### config.mk
export PLATFORM = sky130hd
export DESIGN_NAME = word_uart_tx
export DESIGN_NICKNAME = d
export VERILOG_FILES = /design/src/rtl/word_uart_tx.sv
export SDC_FILE = /design/constraint.sdc
export NUM_CORES = 1
export LEC_CHECK = 0
export CAP_MARGIN = 20
export CORE_MARGIN = 2
export CORE_UTILIZATION = 45
export CTS_CLUSTER_DIAMETER = 30
export DETAILED_ROUTE_END_ITERATION = 7
export PLACE_DENSITY = 0.76
export SETUP_SLACK_MARGIN = 0.4
export SYNTH_ARGS = -nofsm -noshare
export SYNTH_HDL_FRONTEND = slang
export SYNTH_SLANG_ARGS = --single-unit
export TNS_END_PERCENT = 30
### constraint.sdc
create_clock -name clk -period 3.4 [get_ports clk]
set_input_delay 0.34 -clock clk [delete_from_list [all_inputs] [get_ports clk]]
set_output_delay 0.34 -clock clk [all_outputs]
set_load 0.05 [all_outputs]
### src/rtl/word_uart_tx.sv
// Word-wide UART transmitter: sends a 16-bit word as two serial frames, high byte first.
// Define WORD_UART_TX_PARITY_EN to insert an even-parity bit before each stop bit.
`timescale 1ns / 1ps

module word_uart_tx #(
    parameter int unsigned CLKS_PER_BIT = 16,
    parameter int unsigned WORD_W       = 16
) (
    input  logic              clk,
    input  logic              rst_n,
    input  logic [WORD_W-1:0] in_data,
    input  logic              in_valid,
    output logic              in_ready,
    output logic              tx,
    output logic              busy,
    output logic              tx_done
);

    localparam int unsigned CntW = $clog2(CLKS_PER_BIT);
    localparam logic [CntW-1:0] BaudLast   = CntW'(CLKS_PER_BIT - 1);
    localparam logic [CntW-1:0] BaudPenult = CntW'(CLKS_PER_BIT - 2);

    typedef enum logic [2:0] {
        StIdle,
        StStart,
        StData,
        StParity,
        StStop
    } state_e;

    state_e          state_q;
    logic [15:0]     word_q;
    logic            byte_idx_q;
    logic [2:0]      bit_cnt_q;
    logic [CntW-1:0] baud_q;
    logic            tx_q;
    logic            ready_q;
    logic            busy_q;
    logic            done_q;

    logic [7:0]      cur_byte;
    logic [2:0]      bit_nxt;
    logic            baud_end;

    always_comb begin
        cur_byte = byte_idx_q ? word_q[7:0] : word_q[15:8];
        bit_nxt  = bit_cnt_q + 3'd1;
        baud_end = (baud_q == BaudLast);
    end

    always_ff @(posedge clk or negedge rst_n) begin
        if (!rst_n) begin
            state_q    <= StIdle;
            word_q     <= '0;
            byte_idx_q <= 1'b0;
            bit_cnt_q  <= '0;
            baud_q     <= '0;
            tx_q       <= 1'b1;
            ready_q    <= 1'b1;
            busy_q     <= 1'b0;
            done_q     <= 1'b0;
        end else begin
            done_q <= 1'b0;
            if (state_q != StIdle) begin
                baud_q <= baud_end ? '0 : baud_q + 1'b1;
            end
            case (state_q)
                StIdle: begin
                    if (in_valid && ready_q) begin
                        word_q     <= in_data[15:0];
                        byte_idx_q <= 1'b0;
                        baud_q     <= '0;
                        tx_q       <= 1'b0;
                        ready_q    <= 1'b0;
                        busy_q     <= 1'b1;
                        state_q    <= StStart;
                    end
                end
                StStart: begin
                    if (baud_end) begin
                        bit_cnt_q <= '0;
                        tx_q      <= cur_byte[0];
                        state_q   <= StData;
                    end
                end
                StData: begin
                    if (baud_end) begin
                        if (bit_cnt_q == 3'd7) begin
`ifdef WORD_UART_TX_PARITY_EN
                            tx_q    <= ^cur_byte;
                            state_q <= StParity;
`else
                            tx_q    <= 1'b1;
                            state_q <= StStop;
`endif
                        end else begin
                            bit_cnt_q <= bit_nxt;
                            tx_q      <= cur_byte[bit_nxt];
                        end
                    end
                end
`ifdef WORD_UART_TX_PARITY_EN
                StParity: begin
                    if (baud_end) begin
                        tx_q    <= 1'b1;
                        state_q <= StStop;
                    end
                end
`endif
                StStop: begin
                    // Registered pulse lands on the final stop-bit cycle of the second byte.
                    if (byte_idx_q && (baud_q == BaudPenult)) begin
                        done_q <= 1'b1;
                    end
                    if (baud_end) begin
                        if (!byte_idx_q) begin
                            byte_idx_q <= 1'b1;
                            tx_q       <= 1'b0;
                            state_q    <= StStart;
                        end else begin
                            byte_idx_q <= 1'b0;
                            ready_q    <= 1'b1;
                            busy_q     <= 1'b0;
                            state_q    <= StIdle;
                        end
                    end
                end
                default: begin
                    tx_q    <= 1'b1;
                    ready_q <= 1'b1;
                    busy_q  <= 1'b0;
                    state_q <= StIdle;
                end
            endcase
        end
    end

    assign in_ready = ready_q;
    assign tx       = tx_q;
    assign busy     = busy_q;
    assign tx_done  = done_q;

endmodule

Word-level counts from Yosys, hierarchy flattened. Index checks and enable logic that the tools add are counted.

Reduce and logical (&&, ||, !) cells: 13. Mux-type cells: 37. Magnitude comparators: 1. Add/subtract/negate cells: 2. Bitwise logic cells: 1. Eq/ne operators: 14.

Operator list (number): $mux W3 (8); $mux W1 (17); $mux W4 (4); $ne A2 B2 Y1 const B (8); $pmux W3 S4 (1); $reduce_and A5 Y1 (2); $eq A4 B4 Y1 const B (2); $mux W8 (1); $reduce_and A4 Y1 (2); $eq A3 B3 Y1 const B (2); $pmux W1 S3 (2); $pmux W3 S2 (1); $add A4 B1 Y4 const B (1); $lt A3 B4 Y1 const B (1); $pmux W1 S4 (1); $reduce_bool A2 Y1 (2); $add A3 B1 Y3 const B (1); $bmux W1 S3 (1); $eq A3 B1 Y1 const B (1); $eq A3 B2 Y1 const B (1); $logic_not A3 Y1 (1); $reduce_and A3 Y1 (1); $reduce_bool A3 Y1 (1); $logic_and A1 B1 Y1 (2); 4 further kinds (4).

Flip-flop bits (word level): 31. Logic and storage cells: 77. Output and inout bits: 4.

Logic depth before layout (Yosys ltp). Gate-level depths: netlist (run 1).

Word-level depth: 6. Depth in mapped cells: 6. Depth with buffers taken out: 6.

Worst setup path before layout (run 1). No wires, ideal clock.

Path type: register to register. Start point: register ready_q (netlist: in_ready). End point: register word_q[0]. Required time: 3.275 ns. Setup slack: 1.759 ns. Buffers on the path: 2. Stages on the path, launching flop included: 5. Arrival: 1.516 ns. Setup time: 0.125 ns. Period minus slack after synthesis: 1.641 ns. Cells stage by stage: dfstp_2 -> and3_1 -> buf_6 -> buf_6 -> mux2_2.

Cells in the longest elaborated chain, start to end: 2.

Ends and longest elaborated chain: start: declaration (RTL line 37) `logic ready_q;`; start signal: assignment (RTL line 59) `ready_q <= 1'b1;`; start signal: assignment (RTL line 74) `ready_q <= 1'b0;`; start signal: assignment (RTL line 122) `ready_q <= 1'b1;`; $logic_and A1 B1 Y1 (RTL line 69) `if (in_valid && ready_q) begin`; $reduce_and A2 Y1 (no source line); end signal: assignment (RTL line 70) `word_q <= in_data[15:0];`; end: declaration (RTL line 32) `logic [15:0] word_q;`.

No other way between the ends. A chain may end at the register's enable or synchronous reset.

Final worst setup path (run 1).
Start point: register state_q[0]. End point: register word_q[11].

Cells in the longest elaborated chain, start to end: 2.

Ends and longest elaborated chain: start: declaration (RTL line 31) `state_e state_q;`; start signal: assignment (RTL line 53) `state_q <= StIdle;`; start signal: assignment (RTL line 76) `state_q <= StStart;`; start signal: assignment (RTL line 83) `state_q <= StData;`; $logic_not A3 Y1 (RTL line 67) `case (state_q)`; $reduce_and A2 Y1 (no source line).

No other way between the ends.

==> results.yml, run 1 <==
logic_synthesis:
  yosysTopAreaCellShare_pct: 44.4
  synth_area_leaders: "dfrtp_1, mux2_2, mux4_2"
  ys_types: 41
  netlist_area_mm2: 0.00164
  ys_ff_latch: 31
  yosysSeqAreaShare_pct: 47.6
  synth_edf_count: 0
  synthFlopType: "dfrtp_1"
  syn_nets: 160
  yosys.area.top_type: "dfrtp_1"
  synth.avg_cell_area_um2: 11.9
  synth_warnings: 0
  synth_cells: 137
  async_reset_ff_share_pct: 100
sta:
  rsz0062_at_grt: "false"
  maxSlewHeadroom_pct: 45.8
  period_share_pct: 62.4
  fin_crit_ns: 2.12
  finalSetupViolations: 0
  hold_violations: 0
  slew_violations: 0
  setup_tns_ns: 0
  skew_ns: 0.0101
  clock.fmax_mhz: 471
  holdWs_ns: 0.377
  worst_slew_pin_slew_ns: 0.813
power:
  p_int_mw: 0.838
  power.leakage_nw: 0.798
  power.density_mw_per_mm2: 673
  switching_share_pct: 34.6
  power.total_mw: 1.28
  ir_worst_vdd_uv: 363
  clkPwrFrac_pct: 15.5
  p_seq_share_pct: 49.5
  comb_power_share_pct: 35.1
  switching_power_mw: 0.443
setup_path:
  cp-start-kind: "flip-flop"
  critPathLaunch: "state_q[0]$_DFFE_PN0P_"
  cp.arrival_ns: 2.35
  crit-reg2reg-launch: "state_q[0]$_DFFE_PN0P_"
  crit_fanout: 19
  crit_required_ns: 3.62
  reg2regPathDepth: 3
  path_class: "flip-flop to flip-flop"
  end_kind: "flip-flop"
layout:
  drive_above_1_share_pct: 20.5
  multi_input_area_um2: 777
  final.fill_count: 306
  syn2layout_area_growth_pct: 16.5
  antennaDiodeCount: 0
  regArea_um2: 778
  final_cells: 207
  nets: 184
global_routing:
  grt-ovfl-total: 0
  antenna_found_initial: 0
  grt_max_degree: 32
  grt_pass1_wl_mm: 5.41
  grt_use_total_pct: 17.2
  grt_pass1_vias: 1189
placement:
  dpl.cell_count: 200
  dpl.hpwl_mm: 2.14
  gp_congestion: 0.808
  place.port_buffers: 22
clocking:
  postCtsResizedCells: 0
  clockRootBuffer: "clkbuf_4"
  post_cts_buffers: 0
  clock_path_buffers: 2
  insertion_delay_ns: 0.34
  cts_buffers: 5
  ctsHtreeMaxLevel: 2
  clk_pin_slew_ns: 0.09
  cts.sinks: 31
  hold_buffers: 0
  cts_tree: "yes"
drt:
  ant_nets: 0
  vias: 1156
  via_per_inst: 5.58
  dr.pass1.iters: 4
  first_iter_violations: 103
  route.detailed.drc: 0
  routedWlPerCell_um: 14.5
  routed_wirelength_mm: 3.01
die:
  rows: 21
  fp.dieH_um: 64.3
  die-area_mm2: 0.00413
  io_pins: 23
  die_w_um: 64.3
  start_util_pct: 47.9
  fp.coreArea_mm2: 0.00342
hold_path:
  hold_class: "input port to async pin"
run_status:
  status: "completed"
run:
  max-cap-violations: 0
## sequential cells by signal, summed over array words and instances (netlist names)
name and count:
byte_idx_q 1, word_q 16, state_q 3, tx 1, busy 1, in_ready 1, baud_q 4, bit_cnt_q 3
tx_done 1
## area by class of cell
type / instances / area share (%)
well taps: 46 / 3.02
flip-flops and latches: 31 / 40.9
repair buffers: 23 / 12.0
inverters: 5 / 0.986
multi-input cells: 95 / 40.8
clock buffers: 7 / 2.37
## power groups by stage
| stage | combinational [mW] | sequential, mW | clock (mW) |
|---|---|---|---|
| final | 0.449 | 0.633 | 0.198 |
| after global routing | 0.493 | 0.658 | 0.219 |
| after global placement | 0.438 | 0.627 | 0 |
| after CTS | 0.454 | 0.633 | 0.203 |
| after floorplan | 0.307 | 0.660 | 0 |
| after detailed placement | 0.451 | 0.641 | 0 |
## synth_stat cells, drive strengths merged (2+ instances only)
| cell | n |
|---|---|
| dfstp | 2 |
| dfrtp | 29 |
| nand2 | 6 |
| nor4 | 2 |
| nand2b | 2 |
| a21o | 2 |
| mux4 | 3 |
| a21oi | 9 |
| nor2b | 2 |
| mux2 | 18 |
| a31oi | 2 |
| and3 | 2 |
| inv | 5 |
| or3 | 2 |
| a211oi | 2 |
| nor3 | 5 |
| nor2 | 9 |
| ha | 4 |
| o21ai | 4 |
| buf | 6 |
| mux2i | 3 |
| nand3 | 3 |
| o31ai | 2 |
## per-layer routing
metal | track usage [%] | up-vias | share of wire (%)
met5 | 0 | - | 0
met4 | 9.04 | 0 | 2.2
met2 | 27.0 | 42 | 48
met1 | 21.6 | 559 | 44
li1 | - | 548 | -
met3 | 4.75 | 7 | 5.6
## path summary, 6_finish.rpt
check / end / slack [ns]
worst min-delay path: baud_q[3]$_DFF_PN0_ / 0.38
worst max-delay path: word_q[11]$_DFFE_PN0P_ / 1.28
worst max register to register: word_q[11]$_DFFE_PN0P_ / 1.28
max in group asynchronous: tx$_DFFE_PN1P_ / 2.71
worst min register to register: word_q[9]$_DFFE_PN0P_ / 0.51
min in group clk: word_q[9]$_DFFE_PN0P_ / 0.51
## worst max-delay path: stages (launching register included)
cell and delay, ns:
dfrtp_1 0.57, nor3_2 0.29, and3_1 0.72, mux2_2 0.41
## cell families after synthesis
logic type | after synthesis | share of synthesized area [%]
simple gates | 38 | 12.2
flops | 31 | 47.6
compound gates | 28 | 12.9
mux | 24 | 18.8
buf+inv | 11 | 4.90
fa+ha+maj | 4 | 3.06
xor+xnor | 1 | 0.536
## cell usage in the layout, fill, tap and decap left out, drive strengths merged
master | synthesis | layout
a21o | 2 | 2
a31oi | 2 | 2
o22ai | 1 | 1
mux4 | 3 | 3
clkbuf | 0 | 7
o31ai | 2 | 2
o21ai | 4 | 4
and2 | 1 | 1
nor4 | 2 | 2
a21oi | 9 | 9
clkdlybuf4s50 | 0 | 22
or3 | 2 | 2
nor3 | 5 | 5
o22a | 1 | 1
mux2 | 18 | 18
mux2i | 3 | 3
buf | 6 | 1
a311oi | 1 | 1
nand4 | 1 | 1
dfstp | 2 | 2
o21ba | 1 | 1
and2b | 1 | 1
a22o | 1 | 1
nand2 | 6 | 6
a2111oi | 1 | 1
nand3 | 3 | 3
ha | 4 | 4
dfrtp | 29 | 29
a32o | 1 | 1
nand3b | 1 | 1
nand4b | 1 | 1
a211oi | 2 | 2
xor2 | 1 | 1
inv | 5 | 5
nor2 | 9 | 9
and3 | 2 | 2
nand2b | 2 | 2
nor2b | 2 | 2
## per-stage QoR
step | setup slack [ns] | util (%) | cell area [µm²]
after floorplan | 1.76 | - | 1640
after global placement | 1.31 | 54.4 | 1860
after detailed placement | 1.24 | 54.4 | 1860
after CTS | 1.27 | 55.8 | 1900
after global routing | 1.14 | 55.8 | 1900
final | 1.28 | 55.8 | 1900
Power figures use the tool's default switching activity.
==> run 2: changes to the inputs <==
Clock period 3.4 ns to 2 ns, I/O delays scaled along.
==> results.yml, run 2 (synthesized netlist as in run 1, its figures left out) <==
drt:
  vias: 1216
  ant_nets: 0
  routed_wirelength_mm: 3.29
  dr.pass1.iters: 4
  route.detailed.drc: 0
  first_iter_violations: 43
  routedWlPerCell_um: 14.9
  via_per_inst: 5.50
setup_path:
  path_class: "flip-flop to flip-flop"
  crit-reg2reg-launch: "bit_cnt_q[0]$_DFFE_PN0P_"
  rrSetupSlack_ns: 0.34
  crit_required_ns: 2.26
  end_kind: "flip-flop"
  r2r_end: "tx$_DFFE_PN1P_"
  cp.arrival_ns: 1.91
  crit_fanout: 4
  reg2regPathDepth: 6
  cp-start-kind: "flip-flop"
layout:
  final.fill_count: 286
  multi_input_area_um2: 826
  regArea_um2: 787
  nets: 197
  most-common-layout-cells: "dfrtp_1, clkdlybuf4s50_1, mux2_2"
  antennaDiodeCount: 0
  layout_commonest_cell: "dfrtp_1"
  largest_reg_flops: 16
  drive_above_1_share_pct: 35.4
  regMostFlops: "word_q"
  syn2layout_area_growth_pct: 27.8
  reg_top3: "word_q: 16 flops, baud_q: 4 flops"
clocking:
  cts.sinks: 31
  cts_buffers: 5
  insertion_delay_ns: 0.34
  cts_tree: "yes"
  clk_pin_slew_ns: 0.10
  ctsHtreeMaxLevel: 2
  hold_buffers: 0
  clock_path_buffers: 2
  clockRootBuffer: "clkbuf_4"
run:
  max-cap-violations: 0
sta:
  holdWs_ns: 0.244
  maxSlewHeadroom_pct: 66.6
  worst_slew_pin_slew_ns: 0.501
  slew_violations: 0
  finalSetupViolations: 0
  fin_crit_ns: 1.66
  hold_violations: 0
  skew_ns: 0.0153
  worst_slack_ns: 0.341
  rsz0062_at_grt: "true"
  setup_tns_ns: 0
  period_share_pct: 82.9
  clock.fmax_mhz: 603
power:
  power.density_mw_per_mm2: 1120
  p_int_mw: 1.55
  comb_power_share_pct: 36.5
  p_seq_share_pct: 45.7
  switching_share_pct: 33.8
  power.leakage_nw: 0.910
  clkPwrFrac_pct: 17.7
  ir_worst_vdd_uv: 539
  power.total_mw: 2.34
  switching_power_mw: 0.790
global_routing:
  grt_use_total_pct: 18.0
  grt_max_degree: 32
  antenna_found_initial: 0
  grt_pass1_vias: 1282
  grt-ovfl-total: 0
  grt_pass1_wl_mm: 5.60
die:
  io_pins: 23
  die-area_mm2: 0.00413
  start_util_pct: 47.9
  rows: 21
  fp.dieH_um: 64.3
  fp.coreArea_mm2: 0.00342
  die_w_um: 64.3
placement:
  dpl.hpwl_mm: 2.37
  gp_congestion: 0.839
  place.port_buffers: 22
  dp_slack_ns: 0.205
run_status:
  status: "completed"
hold_path:
  hold_class: "input port to async pin"
-- run 2: critical path, cell delays in order, from the launching register on --
cell	delay, ns
dfrtp_2	0.44
ha_1	0.24
ha_4	0.23
nor2b_1	0.13
a22o_1	0.24
nor3_2	0.22
a211oi_2	0.09
-- run 2: cell type report --
type	count	area share, %
timing repair buffer	36	15.9
tap	46	2.75
inverter	5	0.898
multi-input combinational	95	39.5
clock buffer	8	3.29
sequential	31	37.7
-- run 2: power groups by stage --
stage               combinational (mW)  sequential, mW  clock (mW)
floorplan                        0.522            1.13           0
global placement                 0.767            1.08           0
detailed placement               0.803            1.08           0
CTS                              0.829            1.07       0.428
global route                     0.935            1.10       0.466
finish                           0.853            1.07       0.415
-- run 2: per-stage QoR --
stage / area, µm² / util (%) / instances
CTS: 2010 / 58.8 / 216
floorplan: 1650 / - / 137
detailed placement: 1910 / 56.0 / 205
global route: 2090 / 61.2 / 221
global placement: 1910 / 56.0 / 205
finish: 2090 / 61.2 / 221
-- run 2: how the worst max path moves through the flow --
stage                             start                       end  slack (ns)  depth (start not counted)
2_1_floorplan      in_ready$_DFFE_PN1P_     word_q[0]$_DFFE_PN0P_        0.39                          4
3_3_place_gp                   in_valid            tx$_DFFE_PN1P_        0.30                          5
3_5_place_dp                   in_valid            tx$_DFFE_PN1P_        0.21                          5
4_1_cts          state_q[1]$_DFFE_PN0P_  bit_cnt_q[0]$_DFFE_PN0P_        0.30                          4
5_1_grt        bit_cnt_q[0]$_DFFE_PN0P_            tx$_DFFE_PN1P_        0.25                          6
6_report       bit_cnt_q[0]$_DFFE_PN0P_            tx$_DFFE_PN1P_        0.34                          6
-- run 2: repair_timing --
item                                    CTS  global route
hold endpoints to repair                  0             0
gates cloned                              0             0
buffers inserted                          3             5
gates resized for setup                   6            13
endpoints found under the setup margin   23            21
pin swaps                                 0             1
-- run 2: routing by layer --
layer  GRT usage, %  routed length (µm)  up-vias  part of all wire [%]
met5              0                   0        -                     0
li1               -                   -      576                     -
met4           8.51                  68        0                   2.1
met1           19.9                1320      599                    40
met2           31.0                1740       33                    53
met3           5.99                 155        8                   4.7
==> run 3: changes to the inputs <==
Clock period 2 ns to 1.64 ns, I/O delays scaled along.
==> results.yml, run 3 (synthesized netlist as in run 1, its figures left out) <==
layout:
  fin_area_mm2: 0.00224
  drive_above_1_share_pct: 44.1
  most-common-layout-cells: "dfrtp_1, buf_4, clkdlybuf4s50_1"
  nets: 208
  final_cells: 232
  layout_commonest_cell: "dfrtp_1"
  antennaDiodeCount: 0
  syn2layout_area_growth_pct: 36.9
  reg_top3: "word_q: 16 flops, baud_q: 4 flops"
  largest_reg_flops: 16
  regMostFlops: "word_q"
placement:
  dp_slack_ns: -0.000697
  place_area_mm2: 0.00203
  dpl.hpwl_mm: 2.45
  dpl.cell_count: 214
  gp_congestion: 0.875
  place.port_buffers: 22
power:
  ir_worst_vdd_uv: 840
  power.leakage_nw: 0.964
  power.density_mw_per_mm2: 1340
sta:
  clock.fmax_mhz: 653
  worst_slew_pin_slew_ns: 0.395
  slew_violations: 0
  fin_crit_ns: 1.53
  period_share_pct: 93.4
  setup_tns_ns: 0
  worst_slack_ns: 0.109
  finalSetupViolations: 0
  rsz0062_at_grt: "true"
  maxSlewHeadroom_pct: 73.7
  skew_ns: 0.00903
  hold_violations: 0
hold_path:
  hold_class: "input port to async pin"
die:
  fp.dieH_um: 64.3
  die_w_um: 64.3
  start_util_pct: 47.9
  io_pins: 23
  rows: 21
  fp.coreArea_mm2: 0.00342
  die-area_mm2: 0.00413
setup_path:
  cp.arrival_ns: 1.80
  path_class: "flip-flop to flip-flop"
  crit_fanout: 4
  crit_required_ns: 1.91
  critPathLaunch: "bit_cnt_q[0]$_DFFE_PN0P_"
  crit-reg2reg-launch: "bit_cnt_q[0]$_DFFE_PN0P_"
  cp-start-kind: "flip-flop"
  end_kind: "flip-flop"
clocking:
  insertion_delay_ns: 0.34
  clock_path_buffers: 2
  cts_buffers: 5
  ctsHtreeMaxLevel: 2
  cts.sinks: 31
  clockRootBuffer: "clkbuf_4"
  cts_tree: "yes"
  clk_pin_slew_ns: 0.10
drt:
  routed_wirelength_mm: 3.50
  first_iter_violations: 41
  vias: 1268
  routedWlPerCell_um: 15.1
  route.detailed.drc: 0
  dr.pass1.iters: 4
  via_per_inst: 5.47
  ant_nets: 0
global_routing:
  grt_pass1_vias: 1227
  antenna_found_initial: 0
  grt_max_degree: 32
  grt-ovfl-total: 0
  grt_use_total_pct: 18.1
  grt_pass1_wl_mm: 5.68
run:
  max-cap-violations: 0
run_status:
  status: "completed"
-- run 3: final cells by class --
type / count / area, µm²
fillers: 274 / 1180
clock inverters: 3 / 15.0
inverters: 5 / 18.8
flip-flops and latches: 31 / 788
well taps: 46 / 57.6
repair buffers: 47 / 440
multi-input cells: 95 / 881
clock buffers: 5 / 37.5
-- run 3: layer usage --
metal / GRT usage, % / vias up / part of all wire [%]
met2: 29.7 / 47 / 50
met3: 4.93 / 7 / 5.9
met4: 7.98 / 0 / 2.0
met1: 22.3 / 612 / 42
li1: - / 602 / -
met5: 0 / - / 0
-- run 3: path summary, 6_finish.rpt --
path                       slack [ns]                     end  cells after the start
min in group clk                 0.42   word_q[2]$_DFFE_PN0P_                      2
max in group asynchronous        1.11          tx$_DFFE_PN1P_                      2
max                              0.11          tx$_DFFE_PN1P_                      6
min                              0.20     baud_q[0]$_DFF_PN0_                      2
min reg2reg                      0.52  word_q[13]$_DFFE_PN0P_                      1
max reg2reg                      0.11          tx$_DFFE_PN1P_                      6
-- run 3: where the power goes --
group          total [mW]  switching, mW  internal (mW)
Combinational        1.27          0.546          0.726
Sequential           1.30          0.222           1.08
Clock               0.433          0.274          0.159
Total                3.01           1.04           1.96
-- run 3: through the flow --
stage                     util, %  power [mW]  hold slack, ns
after floorplan                 -        2.07          -0.132
after global placement       59.5        2.39           0.490
after detailed placement     59.5        2.45           0.497
after CTS                    64.1        2.96           0.227
after global routing         65.5        3.20           0.241
final                        65.5        3.01           0.203
-- run 3: timing repair --
action,CTS,global route
setup buffers,7,2
pin swaps,2,3
gates cloned,0,1
gates resized for setup,9,7
setup endpoints to repair,32,33
hold buffers,0,0
-- run 3: worst max-delay path, stage by stage, from the launching register on --
cell and delay, ns:
dfrtp_2 0.44, ha_4 0.17, ha_4 0.22, nor2b_2 0.15, a22o_1 0.24, nor3_2 0.15
a211oi_2 0.09
